===== config.mk =====
export PLATFORM = sky130hd
export DESIGN_NAME = bus_master_port
export DESIGN_NICKNAME = d
export VERILOG_FILES = /design/src/rtl/bus_pkg.sv /design/src/rtl/serial_shift_reg.sv /design/src/rtl/bus_master_port.sv
export SDC_FILE = /design/constraint.sdc
export NUM_CORES = 1
export LEC_CHECK = 0
export CELL_PAD_IN_SITES_DETAIL_PLACEMENT = 1
export CELL_PAD_IN_SITES_GLOBAL_PLACEMENT = 2
export CORE_MARGIN = 5
export CORE_UTILIZATION = 31
export DETAILED_ROUTE_END_ITERATION = 10
export PLACE_DENSITY_LB_ADDON = 0.1
export SKIP_LAST_GASP = 1
export SYNTH_ARGS = -nofsm -noshare
export SYNTH_HDL_FRONTEND = slang
export SYNTH_SLANG_ARGS = --single-unit

===== constraint.sdc =====
create_clock -name clk -period 1.85 [get_ports clk]
set_input_delay 0.185 -clock clk [delete_from_list [all_inputs] [get_ports clk]]
set_output_delay 0.185 -clock clk [all_outputs]
set_load 0.005 [all_outputs]

===== src/rtl/bus_pkg.sv =====
// Shared types and constants for the bus master port and its serial helpers.
package bus_pkg;

  typedef enum logic [2:0] {
    IDLE,
    CTRL,
    WAIT_RDY,
    WR_DATA,
    RD_REQ,
    RD_DATA,
    DONE
  } state_t;

  typedef enum logic {
    Read_slave  = 1'b0,
    Write_slave = 1'b1
  } rw_t;

  typedef enum logic {
    non_burst    = 1'b0,
    burst_master = 1'b1
  } burst_t;

  localparam logic [2:0] START_SEQ = 3'b111;

endpackage


===== src/rtl/serial_shift_reg.sv =====
// Parallel-load shift register: MSB shifts out, i_sin enters at the LSB.
module serial_shift_reg #(
  parameter int unsigned W = 8
) (
  input  logic         clk,
  input  logic         rstN,
  input  logic         i_load,
  input  logic [W-1:0] i_data,
  input  logic         i_shift,
  input  logic         i_sin,
  output logic [W-1:0] o_q
);

  logic [W-1:0] r_q;

  always_ff @(posedge clk) begin
    if (!rstN)        r_q <= '0;
    else if (i_load)  r_q <= i_data;
    else if (i_shift) r_q <= {r_q[W-2:0], i_sin};
  end

  assign o_q = r_q;

endmodule


===== src/rtl/bus_master_port.sv =====
// Master-side serial bus port: control frame, write/read data phases, one transaction at a time.
// Optional ready-wait timeout enabled by defining BUS_TIMEOUT_EN.
module bus_master_port
  import bus_pkg::*;
#(
  parameter  int unsigned DATA_WIDTH  = 8,
  parameter  int unsigned ADDR_WIDTH  = 12,
  parameter  int unsigned SLAVES      = 3,
  parameter  int unsigned LEN_W       = 8,
  parameter  int unsigned TIMEOUT_CYC = 1024,
  localparam int unsigned SID_W       = $clog2(SLAVES)
) (
  input  logic                  clk,
  input  logic                  rstN,
  input  logic                  req_valid,
  output logic                  req_ready,
  input  logic [SID_W-1:0]      req_sid,
  input  logic                  req_write,
  input  logic                  req_burst,
  input  logic [ADDR_WIDTH-1:0] req_addr,
  input  logic [LEN_W-1:0]      req_len,
  input  logic [DATA_WIDTH-1:0] wr_data,
  input  logic                  wr_data_valid,
  output logic                  wr_data_ready,
  output logic [DATA_WIDTH-1:0] rd_data,
  output logic                  rd_data_valid,
  output logic                  done,
  output logic                  err,
  output logic                  control,
  output logic                  wD,
  output logic                  valid,
  output logic                  last,
  input  logic                  rD,
  input  logic                  ready
);

  localparam int unsigned FRAME_W = 3 + SID_W + 2 + ADDR_WIDTH;
  localparam int unsigned BCNT_W  = $clog2((FRAME_W > DATA_WIDTH) ? FRAME_W : DATA_WIDTH);
  localparam logic [BCNT_W-1:0] CTRL_LAST = BCNT_W'(FRAME_W - 1);
  localparam logic [BCNT_W-1:0] DATA_LAST = BCNT_W'(DATA_WIDTH - 1);
  localparam logic [LEN_W-1:0]  ONE_WORD  = LEN_W'(1);

  state_t                r_state;
  rw_t                   r_rw;
  logic [BCNT_W-1:0]     r_bitcnt;
  logic [LEN_W-1:0]      r_count;
  logic                  r_valid;
  logic                  r_last;
  logic                  r_wr_data_ready;
  logic                  r_rd_data_valid;
  logic                  r_done;
  logic [DATA_WIDTH-1:0] r_rd_data;

  logic [FRAME_W-1:0]    w_frame;
  logic [LEN_W-1:0]      w_len_n;
  logic                  w_ctrl_load;
  logic                  w_wr_go;
  logic                  w_rd_go;
  logic [FRAME_W-1:0]    w_ctrl_q;
  logic [DATA_WIDTH-1:0] w_wd_q;
  logic [DATA_WIDTH-1:0] w_rd_q;
  logic                  w_unused_bits;

  assign w_frame     = {START_SEQ, req_sid, req_write, req_burst, req_addr};
  assign w_len_n     = (burst_t'(req_burst) == burst_master && req_len != '0) ? req_len : ONE_WORD;
  assign w_ctrl_load = (r_state == IDLE) && req_valid;
  assign w_wr_go     = (r_state == WAIT_RDY) && (r_rw == Write_slave) && ready && wr_data_valid;
  assign w_rd_go     = (r_state == WAIT_RDY) && (r_rw == Read_slave) && ready;

  // Shifters fill with zeros, so control and wD fall to 0 once their bits are out.
  serial_shift_reg #(.W(FRAME_W)) u_ctrl_sr (
    .clk     (clk),
    .rstN    (rstN),
    .i_load  (w_ctrl_load),
    .i_data  (w_frame),
    .i_shift (r_state == CTRL),
    .i_sin   (1'b0),
    .o_q     (w_ctrl_q)
  );

  serial_shift_reg #(.W(DATA_WIDTH)) u_wd_sr (
    .clk     (clk),
    .rstN    (rstN),
    .i_load  (w_wr_go),
    .i_data  (wr_data),
    .i_shift (r_state == WR_DATA),
    .i_sin   (1'b0),
    .o_q     (w_wd_q)
  );

  serial_shift_reg #(.W(DATA_WIDTH)) u_rd_sr (
    .clk     (clk),
    .rstN    (rstN),
    .i_load  (1'b0),
    .i_data  ('0),
    .i_shift (r_state == RD_DATA),
    .i_sin   (rD),
    .o_q     (w_rd_q)
  );

  assign w_unused_bits = ^{w_ctrl_q[FRAME_W-2:0], w_wd_q[DATA_WIDTH-2:0], w_rd_q[DATA_WIDTH-1]};

`ifdef BUS_TIMEOUT_EN
  localparam int unsigned TO_W = $clog2(TIMEOUT_CYC + 1);
  localparam logic [TO_W-1:0] TO_LAST = TO_W'(TIMEOUT_CYC - 1);

  logic [TO_W-1:0] r_tocnt;
  logic            r_err;
  logic            w_timeout;

  assign w_timeout = (r_state == WAIT_RDY) && !w_wr_go && !w_rd_go && (r_tocnt == TO_LAST);

  always_ff @(posedge clk) begin
    if (!rstN) begin
      r_tocnt <= '0;
      r_err   <= 1'b0;
    end else begin
      r_err   <= w_timeout;
      r_tocnt <= ((r_state == WAIT_RDY) && !w_wr_go && !w_rd_go && !w_timeout)
                 ? r_tocnt + TO_W'(1) : '0;
    end
  end

  assign err = r_err;
`else
  assign err = 1'b0;
`endif

  always_ff @(posedge clk) begin
    if (!rstN) begin
      r_state         <= IDLE;
      r_rw            <= Read_slave;
      r_bitcnt        <= '0;
      r_count         <= '0;
      r_valid         <= 1'b0;
      r_last          <= 1'b0;
      r_wr_data_ready <= 1'b0;
      r_rd_data_valid <= 1'b0;
      r_done          <= 1'b0;
      r_rd_data       <= '0;
    end else begin
      r_wr_data_ready <= 1'b0;
      r_rd_data_valid <= 1'b0;
      r_done          <= 1'b0;
      case (r_state)
        IDLE: begin
          if (req_valid) begin
            r_rw     <= rw_t'(req_write);
            r_count  <= w_len_n;
            r_bitcnt <= '0;
            r_state  <= CTRL;
          end
        end
        CTRL: begin
          if (r_bitcnt == CTRL_LAST) begin
            r_bitcnt <= '0;
            r_state  <= WAIT_RDY;
          end else begin
            r_bitcnt <= r_bitcnt + BCNT_W'(1);
          end
        end
        WAIT_RDY: begin
          if (w_wr_go) begin
            r_wr_data_ready <= 1'b1;
            r_valid         <= 1'b1;
            r_last          <= (r_count == ONE_WORD);
            r_bitcnt        <= '0;
            r_state         <= WR_DATA;
          end else if (w_rd_go) begin
            r_valid <= 1'b1;
            r_last  <= (r_count == ONE_WORD);
            r_state <= RD_REQ;
          end
`ifdef BUS_TIMEOUT_EN
          else if (w_timeout) begin
            r_state <= IDLE;
          end
`endif
        end
        WR_DATA: begin
          if (r_bitcnt == DATA_LAST) begin
            r_bitcnt <= '0;
            r_valid  <= 1'b0;
            r_last   <= 1'b0;
            r_count  <= r_count - ONE_WORD;
            r_done   <= (r_count == ONE_WORD);
            r_state  <= (r_count == ONE_WORD) ? DONE : WAIT_RDY;
          end else begin
            r_bitcnt <= r_bitcnt + BCNT_W'(1);
          end
        end
        RD_REQ: begin
          r_valid  <= 1'b0;
          r_last   <= 1'b0;
          r_bitcnt <= '0;
          r_state  <= RD_DATA;
        end
        RD_DATA: begin
          if (r_bitcnt == DATA_LAST) begin
            // Final bit is captured straight from rD so rd_data is valid the very next cycle.
            r_rd_data       <= {w_rd_q[DATA_WIDTH-2:0], rD};
            r_rd_data_valid <= 1'b1;
            r_bitcnt        <= '0;
            r_count         <= r_count - ONE_WORD;
            r_done          <= (r_count == ONE_WORD);
            r_state         <= (r_count == ONE_WORD) ? DONE : WAIT_RDY;
          end else begin
            r_bitcnt <= r_bitcnt + BCNT_W'(1);
          end
        end
        DONE:    r_state <= IDLE;
        default: r_state <= IDLE;
      endcase
    end
  end

  assign req_ready     = (r_state == IDLE);
  assign control       = w_ctrl_q[FRAME_W-1];
  assign wD            = w_wd_q[DATA_WIDTH-1];
  assign valid         = r_valid;
  assign last          = r_last;
  assign wr_data_ready = r_wr_data_ready;
  assign rd_data_valid = r_rd_data_valid;
  assign rd_data       = r_rd_data;
  assign done          = r_done;

endmodule


==> summary.txt, run 1 <==
Syn nets -> 394
Total clock buffers created by CTS -> 9
Final worst slack -> 0.0945 ns
Run status -> completed
Iteration-0 DRC Markers -> 87
Final Hold Violating Endpoints -> 0
Setup WS pre-CTS -> -0.0613 ns
Slowest CP cell -> o32a_2
DP Cell Count -> 547
Worst-skew pair later-pin latency -> 0.35 ns
Area Growth Syn to Fin -> 37.6%
Layout Nets -> 471
Area of the multi-input gates -> 1570 um^2
RSZ-0062 raised after global routing -> no
Routed Antenna Nets -> 0
Reg area -> 1290 um^2
Clock Tree Buf Depth -> 2
EDFF count, synth -> 0
# setup viols final -> 0
Core ar. -> 9280 um^2
GRT Residual Overflow -> 0
Port bufs -> 53
Yosys Warn Count -> 0
Critical path startpoint category -> flip-flop
Vias post-DR -> 2,863
Max Cap Viol -> 0
Share of layout cells above drive strength 1 -> 15.2%
Crit path cell chain -> ha_1 > and4bb_2 > o32a_2 > or3_1 > a31oi_1
Worst Skew -> 0.0130 ns
DRT Pass-1 Iters -> 6
Critical Path Sink Type -> flip-flop
Cell Rows -> 35
All-Layer GR Usage -> 15.6%
Static Leakage -> 1.51 nW
Clock Sinks -> 64
Global placement routability congestion -> 0.802
Crit share post-route -> 94.9%
Count of different cell masters after synthesis -> 57
Hold buffer count at cts -> 0
WL final -> 8410 um
CP required -> 2.12 ns
Antenna Cells -> 0
Register area share after synthesis -> 43.2%
Post-Synthesis Cells -> 352
Synth Area per Inst -> 8.42 um^2
Delay-heaviest family, CP -> simple AND/OR/NAND/NOR gates
DIE HEIGHT -> 108 um
Tightest Pin Transition -> 0.638 ns
Non-filler cells, final -> 563
#FFs+latches synth -> 64
Avg WL per Cell -> 14.9 um
Reg clk slew, reported paths -> 0.09 ns
Initial antenna violation count -> 0
Crit path DAT -> 2.03 ns
Clock Root Buffer -> clkbuf_8
Final max-slew violation count -> 0
Post-CTS Setup Bufs -> 0
Critical path's largest stage delay -> 0.38 ns
Hold WC Path Type -> in2reg
Fill count -> 1,125
FMAX -> 570 MHz
Vias in the first global route -> 3,017
Post-DP HPWL -> 6040 um
Crit path time final -> 1.76 ns
Crit-path max FO -> 4
Die area -> 11,600 um^2
Die Wd -> 108 um
Critical Path Source -> r_bitcnt[1]$_SDFFE_PN0P_
Largest net degree at the start of global routing -> 47
Reg-to-Reg Start -> r_bitcnt[1]$_SDFFE_PN0P_
Vias per cell -> 5.09
First-pass GRT wire length -> 14,500 um
Mapped Area -> 2970 um^2
Starting Density -> 31.9%
Worst setup path category -> reg2reg
DRC viols -> 0
# H-tree levels -> 3
Buf/Inv on CP -> 0
Post-synth ARST share -> 0%
TritonCTS clock tree -> built
# IOs -> 55
Cell Pwr Density -> 1130 nW/um^2
VDD IR-drop max -> 344 uV
Hold Slack -> 0.391 ns
Top_reg_cell synth -> dfxtp_1
Hold path startpoint -> wr_data[0]
Relative slew slack -> 56.8%
## synthesized netlist by cell type (2+ instances only)
cell type / n / area share [%]
dfxtp_1: 64 / 43
nand2_1: 58 / 7.3
nor2_1: 40 / 5.1
a21oi_1: 20 / 3.4
a311oi_1: 16 / 4.7
mux2i_1: 15 / 5.1
nand3_1: 12 / 2.0
a31oi_1: 11 / 2.3
clkbuf_1: 11 / 1.4
buf_2: 9 / 1.5
nor3_1: 9 / 1.5
a22oi_1: 8 / 2.0
inv_1: 8 / 1.0
and3_1: 5 / 1.1
o21ai_0: 5 / 0.84
ha_1: 4 / 1.7
nand2b_1: 4 / 0.84
nor2b_1: 3 / 0.63
nor4_1: 3 / 0.63
o211ai_1: 3 / 0.76
a211o_1: 2 / 0.59
a211oi_1: 2 / 0.51
a32oi_1: 2 / 0.59
o21a_1: 2 / 0.51
or3_1: 2 / 0.42
or3b_2: 2 / 0.59
xor2_1: 2 / 0.59
## logic make-up after synthesis
| family | synth area share [%] |
|---|---|
| mux | 5.06 |
| buf+inv | 4.56 |
| flops | 43.2 |
| simple gates | 24.9 |
| xor+xnor | 0.886 |
| compound gates | 19.6 |
| other cells | 0.126 |
| fa+ha+maj | 1.69 |
## worst reg2reg max path: stages (launching register included)
cell      delay, ns
dfxtp_1        0.34
ha_1           0.22
and4bb_2       0.27
o32a_2         0.38
or3_1          0.36
a31oi_1        0.12
## per-layer routing
layer | share of wire [%] | global-route usage [%]
met1 | 48 | 20.1
met2 | 48 | 25.8
met3 | 3.2 | 3.48
met4 | 1.2 | 4.78
met5 | 0 | 0
## repair_timing
action                     4_1_cts  5_1_grt
resized for setup                4        4
hold endpoints to repair         0        0
setup endpoints to repair        8       10
pin swaps                        0        1
## metrics by stage
| stage | TNS [ns] | instance area [um^2] | total power [mW] | util (%) |
|---|---|---|---|---|
| after global routing | 0 | 4080 | 4.93 | 43.9 |
| after CTS | 0 | 4060 | 4.68 | 43.8 |
| final | 0 | 4080 | 4.61 | 43.9 |
| after global placement | -0.300 | 3830 | 3.23 | 41.2 |
| after detailed placement | -0.759 | 3830 | 3.25 | 41.2 |
| after floorplan | 0 | 2970 | 2.64 | - |
## worst paths after layout
kind,end,slack [ns],cells after the start
worst max-delay path,r_bitcnt[4]$_SDFFE_PN0P_,0.09,5
worst max register to register,r_bitcnt[4]$_SDFFE_PN0P_,0.09,5
worst min-delay path,u_wd_sr.o_q[0]$_SDFFE_PN0P_,0.39,3
worst min register to register,u_wd_sr.o_q[1]$_SDFFE_PN0P_,0.46,2
## cells in the final DEF (no fill, tap or decap), types with 8 or more instances in the layout
master / count
dfxtp_1: 61
nand2_1: 58
clkdlybuf4s50_1: 52
nor2_1: 40
buf_4: 34
a21oi_1: 19
a311oi_1: 16
mux2i_1: 15
nand3_1: 12
a31oi_1: 11
clkbuf_8: 9
nor3_1: 8
a22oi_1: 8
## sequential cells by signal, indices dropped and copies added (netlist names)
| name | count |
|---|---|
| r_bitcnt | 5 |
| done | 1 |
| last | 1 |
| wr_data_ready | 1 |
| u_rd_sr.o_q | 7 |
| u_ctrl_sr.o_q | 19 |
| r_count | 8 |
| r_rw | 1 |
| u_wd_sr.o_q | 8 |
| valid | 1 |
| rd_data_valid | 1 |
| r_state | 3 |
| rd_data | 8 |
## power by group
part	total (mW)	internal (mW)	switching (mW)
logic	1.49	0.674	0.817
clock network	1.38	0.773	0.608
registers	1.74	1.58	0.159
total	4.61	3.03	1.58
## area by class of cell
| cell class | instances | share of cell area, % |
|---|---|---|
| Clock buffer | 9 | 3.04 |
| Sequential cell | 64 | 31.6 |
| Multi-Input combinational cell | 258 | 38.4 |
| Inverter | 8 | 0.736 |
| Tap cell | 129 | 3.96 |
| Timing Repair Buffer | 88 | 19.8 |
| Clock inverter | 7 | 2.52 |
Power figures use the tool's default switching activity.
==> inputs of run 2 (changes only) <==
- CORE_UTILIZATION: 31 -> 28
- clock period: 1.85 -> 1.6 ns (I/O delays scaled with it)
==> summary.txt, run 2 (same netlist as run 1, synthesis figures left out) <==
Layout Nets -> 510
# H-tree levels -> 3
Worst Skew -> 0.0109 ns
Hold Slack -> 0.381 ns
Port bufs -> 53
Worst-skew pair later-pin latency -> 0.35 ns
Vias post-DR -> 3,035
Crit path time final -> 1.63 ns
DIE HEIGHT -> 113 um
Die Wd -> 113 um
Post-DP HPWL -> 6620 um
Max Cap Viol -> 0
Crit-path max FO -> 8
Initial antenna violation count -> 0
# IOs -> 55
Vias per cell -> 4.98
Internal power -> 3.84 mW
Most frequent cells in the layout -> 60 x buf_4, 59 x dfxtp_1, 58 x nand2_1
CP required -> 1.88 ns
Critical path startpoint category -> flip-flop
Final worst slack -> -0.0257 ns
# setup viols final -> 2
First-pass GRT wire length -> 15,700 um
Area Growth Syn to Fin -> 59.0%
Share of layout cells above drive strength 1 -> 28.3%
Fill count -> 1,206
Cell Rows -> 37
Vias in the first global route -> 3,262
Clock power frac -> 24.3%
Power Total -> 6.01 mW
Hold buffer count at cts -> 0
VDD IR-drop max -> 446 uV
Critical Path Sink Type -> flip-flop
Final max-slew violation count -> 0
Largest net degree at the start of global routing -> 35
Cell Pwr Density -> 1270 nW/um^2
DRC viols -> 0
Max FFs per register -> 19
Core ar. -> 10,300 um^2
Die area -> 12,700 um^2
Iteration-0 DRC Markers -> 73
Most common library cell in the layout ignoring fill and taps -> buf_4
Hold WC Path Type -> in2reg
Logic pwr share -> 42.1%
Static Leakage -> 1.75 nW
Setup WS pre-CTS -> -0.313 ns
Worst setup path category -> reg2reg
WL final -> 9680 um
Sequential share of power -> 33.6%
Reg clk slew, reported paths -> 0.08 ns
GRT Residual Overflow -> 0
DRT Pass-1 Iters -> 4
Routed Antenna Nets -> 0
RSZ-0062 raised after global routing -> yes
FMAX -> 615 MHz
Failing checks -> negative setup slack
Crit share post-route -> 102%
TritonCTS clock tree -> built
Antenna Cells -> 0
Clock Root Buffer -> clkbuf_8
Total clock buffers created by CTS -> 9
Crit path DAT -> 1.90 ns
Avg WL per Cell -> 15.9 um
Starting Density -> 28.7%
Run status -> finished, violations left
All-Layer GR Usage -> 15.0%
Final Hold Violating Endpoints -> 0
Switching power -> 2.17 mW
Clock Tree Buf Depth -> 2
Sw Share -> 36.0%
Clock Sinks -> 64
Global placement routability congestion -> 0.778
-- run 2: layout make-up --
class | count | area, um^2 | area share, %
inverter | 8 | 32.5 | 0.690
sequential | 64 | 1290 | 27.5
clock inverter | 7 | 80.1 | 1.70
clock buffer | 9 | 124 | 2.63
multi-input combinational | 258 | 1840 | 39.0
tap | 136 | 170 | 3.61
timing repair buffer | 127 | 1180 | 24.9
-- run 2: power groups by stage --
| stage | combinational (mW) | clock (mW) | sequential, mW |
|---|---|---|---|
| after floorplan | 1.12 | 0 | 1.97 |
| after global placement | 1.95 | 0 | 2.03 |
| after detailed placement | 1.99 | 0 | 2.03 |
| after CTS | 2.10 | 1.51 | 2.02 |
| after global routing | 2.75 | 1.59 | 2.05 |
| final | 2.53 | 1.46 | 2.02 |
-- run 2: routing by layer --
layer,global-route usage [%],wire length [um],vias to the layer above
li1,-,-,1504
met1,18.2,4340,1471
met2,26.2,4860,47
met3,3.16,342,13
met4,5.13,147,0
met5,0,0,-
-- run 2: per-stage QoR --
stage	instance area, um^2	instances	TNS, ns	util, %
after detailed placement	4100	583	-8.24	39.7
after floorplan	2990	352	-0.00588	-
final	4720	609	-0.0492	45.7
after global placement	4100	583	-6.29	39.7
after CTS	4440	601	-0.0326	43.0
after global routing	4720	609	-0.668	45.7
-- run 2: path summary, 6_finish.rpt --
kind                                             startpoint                     endpoint  slack (ns)  depth (start not counted)
worst min-delay path                             wr_data[0]  u_wd_sr.o_q[0]$_SDFFE_PN0P_        0.38                          3
worst min register to register  u_wd_sr.o_q[2]$_SDFFE_PN0P_  u_wd_sr.o_q[2]$_SDFFE_PN0P_        0.46                          2
worst max-delay path                r_state[2]$_SDFFE_PN0P_      r_count[5]$_SDFFE_PN0P_       -0.03                          6
worst max register to register      r_state[2]$_SDFFE_PN0P_      r_count[5]$_SDFFE_PN0P_       -0.03                          6
-- run 2: timing repair --
action	CTS	global route
endpoints found under the setup margin	54	38
endpoints found under the hold margin	0	0
gates resized for setup	28	40
setup buffers	3	9
pin swaps	4	19
-- run 2: worst max-delay path, cell delays in order, from the launching register on --
cell and delay, ns:
dfxtp_4 0.46, buf_12 0.13, xor2_4 0.15, buf_4 0.13
nand4_1 0.12, or3_1 0.40, a31oi_1 0.16
==> inputs of run 3 (changes only) <==
- CORE_ASPECT_RATIO: default -> 1.2
==> summary.txt, run 3 (same netlist as run 1, synthesis figures left out) <==
Final worst slack -> -0.0470 ns
CP required -> 1.87 ns
Worst setup path category -> reg2reg
GRT Residual Overflow -> 0
RR Endpoint -> r_bitcnt[4]$_SDFFE_PN0P_
Hold Path Cell Cnt -> 3
Crit path time final -> 1.65 ns
Iteration-0 DRC Markers -> 83
WL final -> 9540 um
Cell Pwr Density -> 1390 nW/um^2
Total Neg Setup Slack -> -0.0470 ns
Hold Path End -> u_wd_sr.o_q[0]$_SDFFE_PN0P_
Reg-to-Reg Start -> r_bitcnt[0]$_SDFFE_PN0P_
Area Growth Syn to Fin -> 58.9%
Setup WS pre-CTS -> -0.315 ns
FMAX -> 607 MHz
Max Cap Viol -> 0
Post-DP HPWL -> 6720 um
# H-tree levels -> 3
Vias per cell -> 5.05
Most frequent cells in the layout -> 65 x buf_4, 59 x dfxtp_1, 58 x nand2_1
Clock Sinks -> 64
Crit-path max FO -> 5
Reg2reg path depth -> 5
Largest net degree at the start of global routing -> 35
Static Leakage -> 1.81 nW
Routed Antenna Nets -> 0
Total clock buffers created by CTS -> 9
Run status -> finished, violations left
Worst Skew -> 0.00522 ns
Port bufs -> 53
Global placement routability congestion -> 0.798
DRC viols -> 0
Share of layout cells above drive strength 1 -> 26.8%
TritonCTS clock tree -> built
Fill count -> 1,240
Starting Density -> 28.3%
Core ar. -> 10,500 um^2
Critical path startpoint category -> flip-flop
Clock Root Buffer -> clkbuf_16
# setup viols final -> 1
Vias in the first global route -> 3,255
Initial antenna violation count -> 0
RSZ-0062 raised after global routing -> yes
Die area -> 12,800 um^2
Worst-skew pair later-pin latency -> 0.34 ns
DIE HEIGHT -> 123 um
Cell Rows -> 41
Vias post-DR -> 3,047
Crit share post-route -> 103%
# IOs -> 55
Final Hold Violating Endpoints -> 0
Failing checks -> negative setup slack
All-Layer GR Usage -> 15.2%
Crit path DAT -> 1.91 ns
Hold path startpoint -> wr_data[0]
Hold WC Path Type -> in2reg
VDD IR-drop max -> 545 uV
Critical Path Sink Type -> flip-flop
R2R setup slack -> -0.05 ns
Reg clk slew, reported paths -> 0.06 ns
Most common library cell in the layout ignoring fill and taps -> buf_4
Layout Nets -> 511
Max FFs per register -> 19
First-pass GRT wire length -> 15,700 um
Clock Tree Buf Depth -> 2
Final max-slew violation count -> 0
Die Wd -> 104 um
Avg WL per Cell -> 15.8 um
DRT Pass-1 Iters -> 4
Antenna Cells -> 0
==> run 3: power by group <==
part,switching (mW),internal (mW),total [mW]
Combinational,1.16,1.17,2.32
Sequential,0.194,1.84,2.03
Clock,0.791,1.38,2.17
==> run 3: through the flow <==
step	instances	power (mW)	hold slack [ns]	utilization, %	cell area [um^2]
after floorplan	352	3.08	0.274	-	2990
after global placement	577	4.00	0.446	39.1	4100
after detailed placement	577	4.06	0.449	39.1	4100
after CTS	594	6.37	0.383	43.1	4510
after global routing	603	6.94	0.386	45.0	4710
final	603	6.53	0.390	45.0	4710
==> run 3: how the worst max path moves through the flow <==
stage                                   startpoint                             to  slack (ns)  cells past startpoint
after floorplan            r_state[2]$_SDFFE_PN0P_        r_count[5]$_SDFFE_PN0P_      -0.003                      6
after detailed placement   r_state[1]$_SDFFE_PN0P_       r_bitcnt[0]$_SDFFE_PN0P_       -0.31                      4
after global placement                   req_valid  u_ctrl_sr.o_q[7]$_SDFFE_PN0P_       -0.23                      4
final                     r_bitcnt[0]$_SDFFE_PN0P_       r_bitcnt[4]$_SDFFE_PN0P_       -0.05                      5
after CTS                 r_bitcnt[0]$_SDFFE_PN0P_       r_bitcnt[4]$_SDFFE_PN0P_       -0.11                      5
after global routing      r_bitcnt[1]$_SDFFE_PN0P_       r_bitcnt[4]$_SDFFE_PN0P_        -0.1                      5
==> run 3: cell type report <==
| cell class | instances | area, um^2 | share of cell area, % |
|---|---|---|---|
| clock inverter | 7 | 103 | 2.18 |
| inverter | 8 | 30.0 | 0.637 |
| multi-input combinational | 258 | 1740 | 37.0 |
| timing repair buffer | 128 | 1160 | 24.5 |
| tap | 129 | 161 | 3.43 |
| sequential | 64 | 1290 | 27.4 |
| clock buffer | 9 | 225 | 4.78 |
==> run 3: repair_timing <==
action	CTS	global route
setup buffers	3	9
gates resized for setup	20	28
endpoints found under the setup margin	49	39
pin swaps	5	11
hold buffers	0	0
==> run 3: metal layers <==
metal | track usage (%) | share of wire, % | up-vias
met5 | 0 | 0 | -
met4 | 8.02 | 2.9 | 0
met3 | 3.10 | 3.2 | 18
met2 | 26.6 | 50 | 57
met1 | 17.6 | 44 | 1458
li1 | - | - | 1514
==> run 3: critical path, cell delays in order (launching register included) <==
cell      delay, ns
dfxtp_2        0.34
ha_4           0.16
and4bb_4       0.23
o32a_4         0.34
or3_1          0.38
a31oi_1        0.12
